--- src/rtl/gray_sync_decoder.sv ---
// ============================================================================
// Module   : gray_sync_decoder
// Brief    : Synchronizes an asynchronous Gray count into clk, decodes it to
//            binary and flags legal +1 steps, wraps and illegal transitions.
//            Illegal-transition accounting is built only when the macro
//            GRAY_SYNC_ERR_CHECK_EN is defined.
// Revision : 1.0 - initial release
// ============================================================================
`timescale 1ns/1ps
`default_nettype none

module gray_sync_decoder #(
   parameter int WIDTH       = 4,
   parameter int SYNC_STAGES = 2
) (
   input  logic             clk,
   input  logic             reset,
   input  logic [WIDTH-1:0] gray_in,
   output logic [WIDTH-1:0] bin_out,
   output logic             bin_valid,
   output logic             step_pulse,
   output logic             wrap_pulse,
   output logic             err_flag,
   output logic [7:0]       err_count
);

   localparam int             CNT_W     = 3;
   localparam logic [CNT_W-1:0] WARM_LAST = CNT_W'(SYNC_STAGES);

   function automatic logic [WIDTH-1:0] gray2bin(input logic [WIDTH-1:0] g);
      logic [WIDTH-1:0] b;
      b[WIDTH-1] = g[WIDTH-1];
      for (int i = WIDTH - 2; i >= 0; i--) begin
         b[i] = b[i+1] ^ g[i];
      end
      return b;
   endfunction

   logic [WIDTH-1:0] sync_q [SYNC_STAGES];
   logic [WIDTH-1:0] sync_d [SYNC_STAGES];
   logic [WIDTH-1:0] g_prev_q,     g_prev_d;
   logic [WIDTH-1:0] bin_out_q,    bin_out_d;
   logic [CNT_W-1:0] warm_cnt_q,   warm_cnt_d;
   logic             bin_valid_q,  bin_valid_d;
   logic             step_pulse_q, step_pulse_d;
   logic             wrap_pulse_q, wrap_pulse_d;

   logic [WIDTH-1:0] w_g_s;
   logic [WIDTH-1:0] w_dec_cur;
   logic [WIDTH-1:0] w_dec_prev;
   logic [WIDTH-1:0] w_dec_next;
   logic             w_legal;

   assign w_g_s      = sync_q[SYNC_STAGES-1];
   assign w_dec_cur  = gray2bin(w_g_s);
   assign w_dec_prev = gray2bin(g_prev_q);
   assign w_dec_next = w_dec_prev + WIDTH'(1);
   // Gating with bin_valid_q hides the reset-to-first-sample transition.
   assign w_legal    = bin_valid_q & $onehot(w_g_s ^ g_prev_q) & (w_dec_cur == w_dec_next);

   always_comb begin
      sync_d[0] = gray_in;
      for (int i = 1; i < SYNC_STAGES; i++) begin
         sync_d[i] = sync_q[i-1];
      end
      g_prev_d     = w_g_s;
      bin_out_d    = w_dec_cur;
      warm_cnt_d   = (warm_cnt_q != WARM_LAST) ? warm_cnt_q + CNT_W'(1) : warm_cnt_q;
      bin_valid_d  = bin_valid_q | (warm_cnt_q == WARM_LAST);
      step_pulse_d = w_legal;
      wrap_pulse_d = w_legal & (w_dec_prev == '1) & (w_dec_cur == '0);
   end

   always_ff @(posedge clk) begin
      if (reset) begin
         for (int i = 0; i < SYNC_STAGES; i++) begin
            sync_q[i] <= '0;
         end
         g_prev_q     <= '0;
         bin_out_q    <= '0;
         warm_cnt_q   <= '0;
         bin_valid_q  <= 1'b0;
         step_pulse_q <= 1'b0;
         wrap_pulse_q <= 1'b0;
      end else begin
         for (int i = 0; i < SYNC_STAGES; i++) begin
            sync_q[i] <= sync_d[i];
         end
         g_prev_q     <= g_prev_d;
         bin_out_q    <= bin_out_d;
         warm_cnt_q   <= warm_cnt_d;
         bin_valid_q  <= bin_valid_d;
         step_pulse_q <= step_pulse_d;
         wrap_pulse_q <= wrap_pulse_d;
      end
   end

   assign bin_out    = bin_out_q;
   assign bin_valid  = bin_valid_q;
   assign step_pulse = step_pulse_q;
   assign wrap_pulse = wrap_pulse_q;

`ifdef GRAY_SYNC_ERR_CHECK_EN
   logic       err_flag_q,  err_flag_d;
   logic [7:0] err_count_q, err_count_d;
   logic       w_illegal;

   assign w_illegal = bin_valid_q & (w_g_s != g_prev_q) & ~w_legal;

   always_comb begin
      err_flag_d  = err_flag_q | w_illegal;
      err_count_d = err_count_q;
      if (w_illegal && (err_count_q != 8'hFF)) begin
         err_count_d = err_count_q + 8'd1;
      end
   end

   always_ff @(posedge clk) begin
      if (reset) begin
         err_flag_q  <= 1'b0;
         err_count_q <= 8'd0;
      end else begin
         err_flag_q  <= err_flag_d;
         err_count_q <= err_count_d;
      end
   end

   assign err_flag  = err_flag_q;
   assign err_count = err_count_q;
`else
   assign err_flag  = 1'b0;
   assign err_count = 8'd0;
`endif

endmodule

`default_nettype wire

--- config.mk ---
export PLATFORM = sky130hd
export DESIGN_NAME = gray_sync_decoder
export DESIGN_NICKNAME = d
export VERILOG_FILES = /design/src/rtl/gray_sync_decoder.sv
export SDC_FILE = /design/constraint.sdc
export NUM_CORES = 1
export LEC_CHECK = 0
export BUFFER_PORTS_ARGS = -buffer_cell sky130_fd_sc_hd__buf_2
export CAP_MARGIN = 5
export CORE_MARGIN = 3
export CORE_UTILIZATION = 51
export DETAILED_ROUTE_END_ITERATION = 6
export PLACE_DENSITY = 0.86
export RECOVER_POWER = 50
export SETUP_SLACK_MARGIN = 0.5
export SLEW_MARGIN = 10
export SYNTH_ARGS = -nofsm -noshare
export SYNTH_HDL_FRONTEND = slang
export SYNTH_SLANG_ARGS = --single-unit
--- constraint.sdc ---
create_clock -name clk -period 2.3 [get_ports clk]
set_input_delay 0.115 -clock clk [delete_from_list [all_inputs] [get_ports clk]]
set_output_delay 0.115 -clock clk [all_outputs]
set_load 0.1 [all_outputs]
==> impl_table.tex <==
\begin{tabular}{lr}
\hline
Metric & Value \\
\hline
\multicolumn{2}{l}{\textbf{Outcome}} \\
Run status & completed \\
\multicolumn{2}{l}{\textbf{STA}} \\
Clock Skew & approximately 0.0035 ns \\
Max-Slew Margin vs Limit & 47.5\% \\
Maximum operating frequency & $\sim$500 MHz \\
Worst path setup slack after routing & 0.281 ns \\
Final cycle utilization of the critical path & between 80\% and 90\% \\
Setup Viol. Count Final & 0 \\
RSZ-0062 raised after global routing & yes \\
Total negative slack & 0 ns \\
Hold Fails Final Rpt & 0 \\
Slew at the pin closest to its max-slew limit & just under 0.8 ns \\
Final Hold Slack & about 0.017 ns \\
Final-report max-slew violation count & 0 \\
Min Tclk post-route & around 2 ns \\
\multicolumn{2}{l}{\textbf{Critical path}} \\
Crit Path Max Fanout & 4 \\
Nature of the critical path startpoint & flop \\
CP endpoint kind & flop \\
Maximum cell stage delay along the critical path & approximately 0.38 ns \\
Cells along the critical path & inv\_1, ha\_1, xnor2\_2, ha\_1, xor2\_1, nor3\_2, nand4b\_1, nor3\_1 \\
Category of the most critical setup path & flop to flop \\
Endpoint arrival time on the critical path & 2.25 ns \\
Cell repeated most along the worst path & ha\_1 \\
Worst-path cell with the longest stage delay & ha\_1 \\
WP data required & approximately 2.5 ns \\
\multicolumn{2}{l}{\textbf{Placement}} \\
Cell count after placement & $\sim$130 \\
Global placement routability congestion & just under 0.8 \\
Half-perimeter wire length after placement & approximately 1100 um \\
Buffers on Ports & 12 \\
DP Worst Slack & 0.319 ns \\
\multicolumn{2}{l}{\textbf{Clock tree}} \\
Number of buffers on the longest clock path & 2 \\
H-tree Lvls & 1 \\
Clock transition at the register clock pins on the worst setup and hold paths after CTS & approximately 0.11 ns \\
CTS sink count & 21 \\
Total clock buffers created by CTS & 3 \\
Worst-skew pair later-pin latency & roughly 0.30 ns \\
Root buf cell & clkbuf\_4 \\
Clock tree from TritonCTS & done \\
CTS Hold Bufs & 0 \\
\multicolumn{2}{l}{\textbf{Die}} \\
Total core area & 1630 um\^{}2 \\
Number of top-level design ports & 22 \\
Effective utilization at floorplan & about three fifths \\
Die height & roughly 49 um \\
Floorplan row count & 14 \\
Die area & between 2000 and 2500 um\^{}2 \\
Die X & around 49 um \\
\multicolumn{2}{l}{\textbf{Yosys}} \\
Ys Warns & 0 \\
Ranking of synthesized cells by instance count & 21 x dfxtp\_1, 11 x inv\_1, 11 x nor2b\_1, 10 x buf\_4, 9 x ha\_1 \\
Largest cells by area after synthesis & dfxtp\_1 44\%, ha\_1 12\%, buf\_4 7.9\% \\
Top flip-flop cell by instance count after synthesis & dfxtp\_1 \\
Sequential share of the synthesized area & 44.2\% \\
Cell with the most instances after synthesis & dfxtp\_1 \\
Proportion of synthesized flip-flops having asynchronous set or reset & 0\% \\
Number of distinct library cells after synthesis & 19 \\
Post-synth top area cell & dfxtp\_1 \\
Synthesized instance count & 97 \\
Area share of the leading cell type in the synthesized netlist & 44.2\% \\
Synth Register Bits & 21 \\
Syn Std Cell Area & around 950 um\^{}2 \\
Avg Inst Size Synth & around 9.8 um\^{}2 \\
Number of flops mapped to enable cells by yosys & 0 \\
\multicolumn{2}{l}{\textbf{Min path}} \\
Hold crit path type & primary input to flop \\
\multicolumn{2}{l}{\textbf{Route}} \\
Vias & $\sim$600 \\
Routed wire length & about 1500 um \\
First-pass iteration count of the detailed router & 4 \\
Post-route DRC & 0 \\
Via density per instance & around 4.5 \\
Violation count after the first detailed-route iteration & 9 \\
Remaining antenna violation count & 0 \\
Average wire per standard cell & 11.5 um \\
\multicolumn{2}{l}{\textbf{Layout}} \\
Final instance count without filler cells & roughly 130 \\
Final net count & around 130 \\
Synthesis-to-layout area growth & 19.3\% \\
Share of final-layout standard cells stronger than drive strength 1 & a little under a third \\
Final-layout fill cell count & approximately 140 \\
\# diodes & 0 \\
\multicolumn{2}{l}{\textbf{Pwr}} \\
Power density cells & approximately 800 nW/um\^{}2 \\
Leakage component of the power & $\sim$0.5 nW \\
Maximum vdd ir drop & 0.722 mV \\
\multicolumn{2}{l}{\textbf{Global routing}} \\
Overall global routing resource usage & a little over an eighth \\
Antenna violations before repair & 0 \\
Vias in the first global route & around 560 \\
Pin count of the biggest net entering global routing & 21 \\
First-pass GRT wire length & 2470 um \\
Remaining Overflow, GRT & 0 \\
\multicolumn{2}{l}{\textbf{Job}} \\
Maximum Capacitance Violations & 0 \\
\hline
\end{tabular}
final timing paths:
path / cells after the start / slack [ns] / startpoint / end
setup / recovery: 8 / 0.28 / sync_q[0][6] / step_pulse
hold / removal: 2 / 0.02 / gray_in[2] / sync_q[0][2]
setup reg to reg: 8 / 0.28 / sync_q[0][6] / step_pulse
hold reg to reg: 1 / 0.45 / sync_q[0][2] / sync_q[0][6]
power by group:
group / total, W / leakage (nW) / switching [W] / internal (W)
Sequential: 0.000430 / 0.176 / 0.0000293 / 0.000401
Clock: 0.000172 / 0.0177 / 0.000107 / 0.0000648
Combinational: 0.000304 / 0.313 / 0.000221 / 0.0000832
layer usage:
| metal | vias to the layer above | track usage (%) | wire [um] |
|---|---|---|---|
| li1 | 307 | - | - |
| met1 | 273 | 16.2 | 605 |
| met2 | 18 | 22.3 | 827 |
| met3 | 4 | 3.06 | 83 |
| met4 | 0 | 8.53 | 29 |
| met5 | - | 0 | 0 |
registers in the layout (all words and copies together), names as in the netlist:
signal	cells
bin_valid	1
sync_q	8
bin_out	3
step_pulse	1
wrap_pulse	1
g_prev_q	4
warm_cnt_q	3
kinds of logic (layout without fill, tap and decap cells):
group / after synthesis / count (layout) / share of synthesized area (%)
flops: 21 / 21 / 44.2
fa+ha+maj: 10 / 10 / 13.9
buf+inv: 23 / 28 / 13.0
xor+xnor: 10 / 10 / 9.21
simple gates: 29 / 29 / 17.4
other cells: 1 / 9 / 0.394
compound gates: 3 / 3 / 1.84
what timing repair did:
action,CTS,global route
hold endpoints to repair,0,0
gates resized for setup,6,5
setup endpoints to repair,2,2
gates cloned,0,0
setup buffers,0,1
pin swaps,2,1
stage by stage:
| stage | util (%) | area, um^2 | total power (W) |
|---|---|---|---|
| CTS | 68.0 | 1110 | 0.000911 |
| detailed placement | 64.3 | 1050 | 0.000735 |
| global placement | 64.3 | 1050 | 0.000723 |
| global route | 69.7 | 1130 | 0.000965 |
| floorplan | - | 1040 | 0.000705 |
| finish | 69.7 | 1130 | 0.000907 |
worst max-delay path: cells and delay by family (launching register included):
family	cells	cell delay [ns]
adders and majority gates	2	0.68
and+or+nand+nor	3	0.48
DFF	1	0.37
xor gates and xnor gates	2	0.34
buffers and inverters	1	0.07
final cells by class:
class / count / area (um^2) / share of cell area, %
inverter: 11 / 41.3 / 3.64
timing repair buffer: 13 / 66.3 / 5.84
clock inverter: 1 / 5.00 / 0.441
sequential: 21 / 434 / 38.3
tap: 24 / 30.0 / 2.65
clock buffer: 3 / 22.5 / 1.98
multi-input combinational: 61 / 536 / 47.2
cells in the final DEF (no fill, tap or decap), drive strengths merged:
cell	instances
dfxtp	21
buf	12
nor2b	11
inv	11
conb	9
ha	9
nor2	8
xor2	6
xnor2	4
nor3	4
clkbuf	4
nand2b	2
a21oi	2
a211oi	1
and3	1
nand4b	1
nand4	1
nor4	1
fa	1
clkinv	1
No activity file was read; power rests on OpenSTA's default activity.
